<file path="config.mk">
export PLATFORM = sky130hd
export DESIGN_NAME = pixel_wr_arbiter
export DESIGN_NICKNAME = d
export VERILOG_FILES = /design/src/rtl/pixel_wr_arbiter.sv
export SDC_FILE = /design/constraint.sdc
export NUM_CORES = 1
export LEC_CHECK = 0
export CELL_PAD_IN_SITES_DETAIL_PLACEMENT = 1
export CELL_PAD_IN_SITES_GLOBAL_PLACEMENT = 1
export CORE_MARGIN = 3
export CORE_UTILIZATION = 30
export CTS_CLUSTER_SIZE = 25
export DETAILED_ROUTE_END_ITERATION = 8
export GPL_TIMING_DRIVEN = 0
export PLACE_DENSITY_LB_ADDON = 0.1
export SLEW_MARGIN = 10
export SYNTH_ARGS = -nofsm -noshare
export SYNTH_HDL_FRONTEND = slang
export SYNTH_SLANG_ARGS = --single-unit
</file>
<file path="constraint.sdc">
create_clock -name clk -period 3.65 [get_ports clk]
set_input_delay 0.365 -clock clk [delete_from_list [all_inputs] [get_ports clk]]
set_output_delay 0.365 -clock clk [all_outputs]
set_load 0.005 [all_outputs]
</file>
<file path="src/rtl/pixel_wr_arbiter.sv">
`default_nettype none
// +--------------------------------------------------------------------------+
// | pixel_wr_arbiter : shares the pixel RAM write port between a CPU FIFO,   |
// |                    keyboard cursor paints and a full-screen clear.       |
// | Optional: BLANK_ONLY_WR_EN restricts writes to blank cycles.             |
// | Revision: 1.0                                                            |
// +--------------------------------------------------------------------------+
module pixel_wr_arbiter #(
  parameter int ADDR_WIDTH = 6,
  parameter int DATA_WIDTH = 12,
  parameter int FIFO_DEPTH = 4
) (
  input  logic                  clk,
  input  logic                  reset,
  input  logic                  cpu_req_valid,
  output logic                  cpu_req_ready,
  input  logic [ADDR_WIDTH-1:0] cpu_addr,
  input  logic [DATA_WIDTH-1:0] cpu_data,
  input  logic                  kbd_req_valid,
  output logic                  kbd_req_ready,
  input  logic [ADDR_WIDTH-1:0] kbd_addr,
  input  logic [DATA_WIDTH-1:0] kbd_data,
  input  logic                  clear_start,
  input  logic [DATA_WIDTH-1:0] clear_color,
  input  logic                  blank,
  output logic                  ram_we,
  output logic [ADDR_WIDTH-1:0] ram_waddr,
  output logic [DATA_WIDTH-1:0] ram_wdata,
  output logic                  busy,
  output logic                  clear_done
);

  localparam int PTR_W = $clog2(FIFO_DEPTH);
  localparam logic [ADDR_WIDTH:0] c_CLR_LAST = (ADDR_WIDTH+1)'((1 << ADDR_WIDTH) - 1);

  typedef enum logic [0:0] {S_ARB = 1'b0, S_CLEAR = 1'b1} state_t;

  state_t                         r_state, w_state_nxt;
  logic                           r_last_kbd;
  logic [ADDR_WIDTH+DATA_WIDTH-1:0] r_fifo [FIFO_DEPTH];
  logic [PTR_W:0]                 r_wptr, r_rptr;
  logic [ADDR_WIDTH:0]            r_clr_cnt;
  logic [DATA_WIDTH-1:0]          r_clr_color;
  logic                           r_ram_we, r_clear_done;
  logic [ADDR_WIDTH-1:0]          r_ram_waddr;
  logic [DATA_WIDTH-1:0]          r_ram_wdata;

  logic w_full, w_empty, w_push, w_en;
  logic w_gnt_cpu, w_gnt_kbd, w_clr_wr, w_clr_start, w_clr_last;
  logic [ADDR_WIDTH+DATA_WIDTH-1:0] w_fifo_head;

`ifdef BLANK_ONLY_WR_EN
  assign w_en = blank;
`else
  logic w_blank_unused;
  assign w_blank_unused = blank;
  assign w_en           = 1'b1;
`endif

  // Extra pointer bit distinguishes full from empty when the indices match.
  assign w_full      = (r_wptr[PTR_W] != r_rptr[PTR_W]) &&
                       (r_wptr[PTR_W-1:0] == r_rptr[PTR_W-1:0]);
  assign w_empty     = (r_wptr == r_rptr);
  assign w_push      = cpu_req_valid & ~w_full;
  assign w_fifo_head = r_fifo[r_rptr[PTR_W-1:0]];

  always_comb begin
    w_state_nxt = r_state;
    w_gnt_cpu   = 1'b0;
    w_gnt_kbd   = 1'b0;
    w_clr_wr    = 1'b0;
    w_clr_start = 1'b0;
    case (r_state)
      S_ARB: begin
        if (clear_start) begin
          w_clr_start = 1'b1;
          w_state_nxt = S_CLEAR;
        end else if (w_en) begin
          if (!w_empty && kbd_req_valid) begin
            w_gnt_cpu = r_last_kbd;
            w_gnt_kbd = ~r_last_kbd;
          end else if (!w_empty) begin
            w_gnt_cpu = 1'b1;
          end else if (kbd_req_valid) begin
            w_gnt_kbd = 1'b1;
          end
        end
      end
      S_CLEAR: begin
        if (w_en) begin
          w_clr_wr = 1'b1;
          if (r_clr_cnt == c_CLR_LAST) w_state_nxt = S_ARB;
        end
      end
      default: w_state_nxt = S_ARB;
    endcase
  end

  assign w_clr_last = w_clr_wr && (r_clr_cnt == c_CLR_LAST);

  always_ff @(posedge clk) begin
    if (w_push) r_fifo[r_wptr[PTR_W-1:0]] <= {cpu_addr, cpu_data};
  end

  always_ff @(posedge clk or posedge reset) begin
    if (reset) begin
      r_state      <= S_ARB;
      r_last_kbd   <= 1'b1;
      r_wptr       <= '0;
      r_rptr       <= '0;
      r_clr_cnt    <= '0;
      r_clr_color  <= '0;
      r_ram_we     <= 1'b0;
      r_ram_waddr  <= '0;
      r_ram_wdata  <= '0;
      r_clear_done <= 1'b0;
    end else begin
      r_state <= w_state_nxt;
      if (w_push)    r_wptr <= r_wptr + 1'b1;
      if (w_gnt_cpu) r_rptr <= r_rptr + 1'b1;
      if (w_gnt_cpu)      r_last_kbd <= 1'b0;
      else if (w_gnt_kbd) r_last_kbd <= 1'b1;
      if (w_clr_start) begin
        r_clr_cnt   <= '0;
        r_clr_color <= clear_color;
      end else if (w_clr_wr) begin
        r_clr_cnt <= r_clr_cnt + 1'b1;
      end
      r_ram_we <= w_gnt_cpu | w_gnt_kbd | w_clr_wr;
      if (w_gnt_cpu) begin
        {r_ram_waddr, r_ram_wdata} <= w_fifo_head;
      end else if (w_gnt_kbd) begin
        r_ram_waddr <= kbd_addr;
        r_ram_wdata <= kbd_data;
      end else if (w_clr_wr) begin
        r_ram_waddr <= r_clr_cnt[ADDR_WIDTH-1:0];
        r_ram_wdata <= r_clr_color;
      end
      r_clear_done <= w_clr_last;
    end
  end

  // Grant is combinational, so mask it while reset holds the FSM.
  assign kbd_req_ready = w_gnt_kbd & ~reset;
  assign cpu_req_ready = ~w_full;
  assign busy          = (r_state == S_CLEAR);
  assign ram_we        = r_ram_we;
  assign ram_waddr     = r_ram_waddr;
  assign ram_wdata     = r_ram_wdata;
  assign clear_done    = r_clear_done;

endmodule
`default_nettype wire

</file>
==> impl_metrics.toml <==
[clock_tree]
tritoncts = "yes"
cts.path.max_buffers = 2
cts.clk_slew.worst_paths_ns = 0.06
cts.htree.levels = 4
clockRootBuffer = "clkbuf_16"
post-cts-setup-buffers = 0
cts_inserted_buffers = 17
insertion_delay_ns = 0.41
cts_resized = 0
cts-hold-fix-buffers = 0
cts_sinks = 119

[yosys]
ys.flop_type = "edfxtp_1"
syn-cell-area_mm2 = 0.00482
syn-num-nets = 375
synthCells = 315
synth_cell_types = 41
ys_seq_area_frac = 0.692
synthArstFlopShare = 0.395
synth_seq_cells = 119
synth.avg_cell_area_um2 = 15.3
synth-edff-count = 72
ys.warnings.count = 0

[timing]
fmax_mhz = 365
fin_setup_tns_ns = 0
fin_hold_ws_ns = 0.272
setup_viol = 0
finClkSkew_ns = 0.0106
relSlewSlack = 0.309
drv_slew = 0
timing.final.crit_share = 0.751
fin_ws_ns = 0.909
rsz0062_at_grt = "false"
hold_viol_final = 0
fin_crit_ns = 2.74
worst_slew_pin_slew_ns = 1.04

[worst_setup_path]
crit_start = "r_wptr[2]$_DFFE_PP0P_"
worst_setup_path_end_kind = "output port"
crit_path_end = "kbd_req_ready"
crit_fanout = 10
worstPathCellList = "xnor2_2 > a41oi_4 > buf_6 > nor3_1 > clkdlybuf4s50_1"
critical_path_arrival_ns = 2.38
path_class = "flop to output port"
rr_startpoint = "r_rptr[0]$_DFFE_PP0N_"
crit_slowest_cell = "clkdlybuf4s50_1"
start_kind = "flop"
crit_required_ns = 3.28
reg2regPathDepth = 4
r2r-end = "r_fifo[3][13]$_DFFE_PP_"
slowest_delay_ns = 0.53
ff2ff_setup_slack_ns = 1.22

[floorplan]
die_h_um = 133
core_mm2 = 0.0155
initial_core_util = 0.312
io_pins = 77
die_area_mm2 = 0.0176
row_count = 45
die_w_um = 133

[place]
portBuffers = 75
postPlaceCellArea_mm2 = 0.00586
gp_congestion = 0.754
dp_cells = 602
hpwl_um = 8230
place_ws_ns = 1.05

[power]
p_sw_w = 0.00163
cellLeakagePower_nw = 2.34
sw_frac_of_total = 0.315
p_clk_frac = 0.299
internal_power_w = 0.00356
pwr-share-seq = 0.405
ir_drop_mv = 0.408
power_density_mw_per_mm2 = 809
comb_power_share = 0.296

[cells_and_area]
regArea_mm2 = 0.00334
antenna-diode-count = 0
syn_to_final_growth_pct = 32.9
n_fill_cell = 1599
final_nets = 470
multiInputGateArea_mm2 = 0.00136
design_area_mm2 = 0.00641
drive_above_1_share = 0.156
layout.cells.non_filler = 634

[detailed_routing]
postRouteAntennaNets = 0
drt_iter0_drc = 131
firstDrtPassIters = 6
post_drt_wl_per_cell_um = 18.8
routed_wl_um = 11900
num_vias = 2960
drc_errors = 0
vias_per_cell = 4.67

[global_routing]
grt_first_pass_wirelength_um = 19000
overflow = 0
grt_use_total = 0.144
antenna_found_initial = 0
grt_pass1_vias = 3209
grt_max_degree = 35

[job]
maxCapViolations = 0

[min_path]
min_path_type = "primary input to asynchronous set/reset pin"

[outcome]
outcome = "finished clean"
-- Yosys cell counts (all sizes together), types with 2 or more instances --
cell / number / area, µm²
mux4: 18 / 405
nor2b: 2 / 12.5
inv: 8 / 30.0
nor3: 8 / 40.0
a21oi: 17 / 85.1
nand3: 2 / 10.0
edfxtp: 72 / 2160
xor2: 5 / 43.8
a41oi: 2 / 43.8
nand2: 44 / 165
o22ai: 30 / 188
buf: 9 / 65.1
o32ai: 3 / 33.8
or2: 2 / 12.5
xnor2: 6 / 75.1
ha: 6 / 75.1
clkbuf: 7 / 26.3
o21ai: 8 / 40.0
and2: 4 / 25.0
nor2: 3 / 11.3
dfrtp: 46 / 1150
-- power by group through the flow --
| stage | Clock (W) | Sequential [W] | Combinational (W) |
|---|---|---|---|
| final | 0.00155 | 0.00210 | 0.00154 |
| after global routing | 0.00165 | 0.00215 | 0.00170 |
| after CTS | 0.00159 | 0.00211 | 0.00157 |
| after detailed placement | 0 | 0.00213 | 0.00156 |
| after global placement | 0 | 0.00212 | 0.00153 |
| after floorplan | 0 | 0.00205 | 0.000968 |
-- metrics by stage --
step	power (W)	utilization
global route	0.00551	0.414
CTS	0.00526	0.414
global placement	0.00365	0.377
finish	0.00519	0.414
floorplan	0.00302	-
detailed placement	0.00368	0.378
-- registers in the layout, summed over array words and instances, names as in the netlist --
register     flops
ram_waddr        6
ram_wdata       12
r_clr_cnt        7
r_clr_color     12
r_fifo          72
r_rptr           3
ram_we           1
clear_done       1
busy             1
r_wptr           3
r_last_kbd       1
-- cells in the final DEF, fill, tap and decap left out, drive strengths merged, types with 2 or more instances in the layout --
cell type	n
a21oi	17
a41oi	2
and2	4
buf	10
clkbuf	24
clkdlybuf4s50	75
clkinv	6
clkinvlp	4
dfrtp	46
edfxtp	72
ha	6
inv	12
mux4	18
nand2	44
nand3	2
nor2	3
nor2b	2
nor3	8
o21ai	8
o22ai	30
o32ai	3
or2	2
xnor2	6
xor2	5
-- worst max-delay path, delay by kind of cell (launching register included) --
kind | cells | cell delay (ns)
buffers and inverters | 2 | 0.75
DFF | 1 | 0.42
xor gates and xnor gates | 1 | 0.38
AOI/OAI and AO/OA | 1 | 0.29
and+or+nand+nor | 1 | 0.13
-- area by class of cell --
type / count / share of cell area
well taps: 211 / 0.0412
multi-input cells: 172 / 0.213
plain buffers: 16 / 0.0142
flip-flops and latches: 119 / 0.521
clock inverters: 15 / 0.0199
inverters: 8 / 0.00468
clock buffers: 17 / 0.0664
repair buffers: 76 / 0.120
-- metal layers --
metal	vias to the layer above	routed length [µm]	global-route usage
li1	1402	-	-
met1	1475	5650	0.197
met2	68	5590	0.218
met3	15	489	0.0399
met4	0	172	0.0554
met5	-	0	0
-- worst min path at each step --
stage,startpoint,end,slack (ns),depth (start not counted)
floorplan,r_clr_cnt[6]$_DFFE_PP0P_,clear_done$_DFF_PP0_,0.42,1
global placement,r_clr_cnt[6]$_DFFE_PP0P_,clear_done$_DFF_PP0_,0.45,1
detailed placement,r_clr_cnt[6]$_DFFE_PP0P_,clear_done$_DFF_PP0_,0.45,1
CTS,reset,ram_wdata[2]$_DFFE_PP0P_,0.27,2
global route,reset,r_clr_color[2]$_DFFE_PP0P_,0.29,2
finish,reset,ram_wdata[2]$_DFFE_PP0P_,0.27,2
-- logic make-up after synthesis --
group,synth area share
buffers and inverters,0.0252
DFF,0.692
AOI/OAI and AO/OA,0.0926
and+or+nand+nor,0.0625
xor gates and xnor gates,0.0246
muxes,0.0872
adders and majority gates,0.0156
Power figures use the tool's default switching activity.
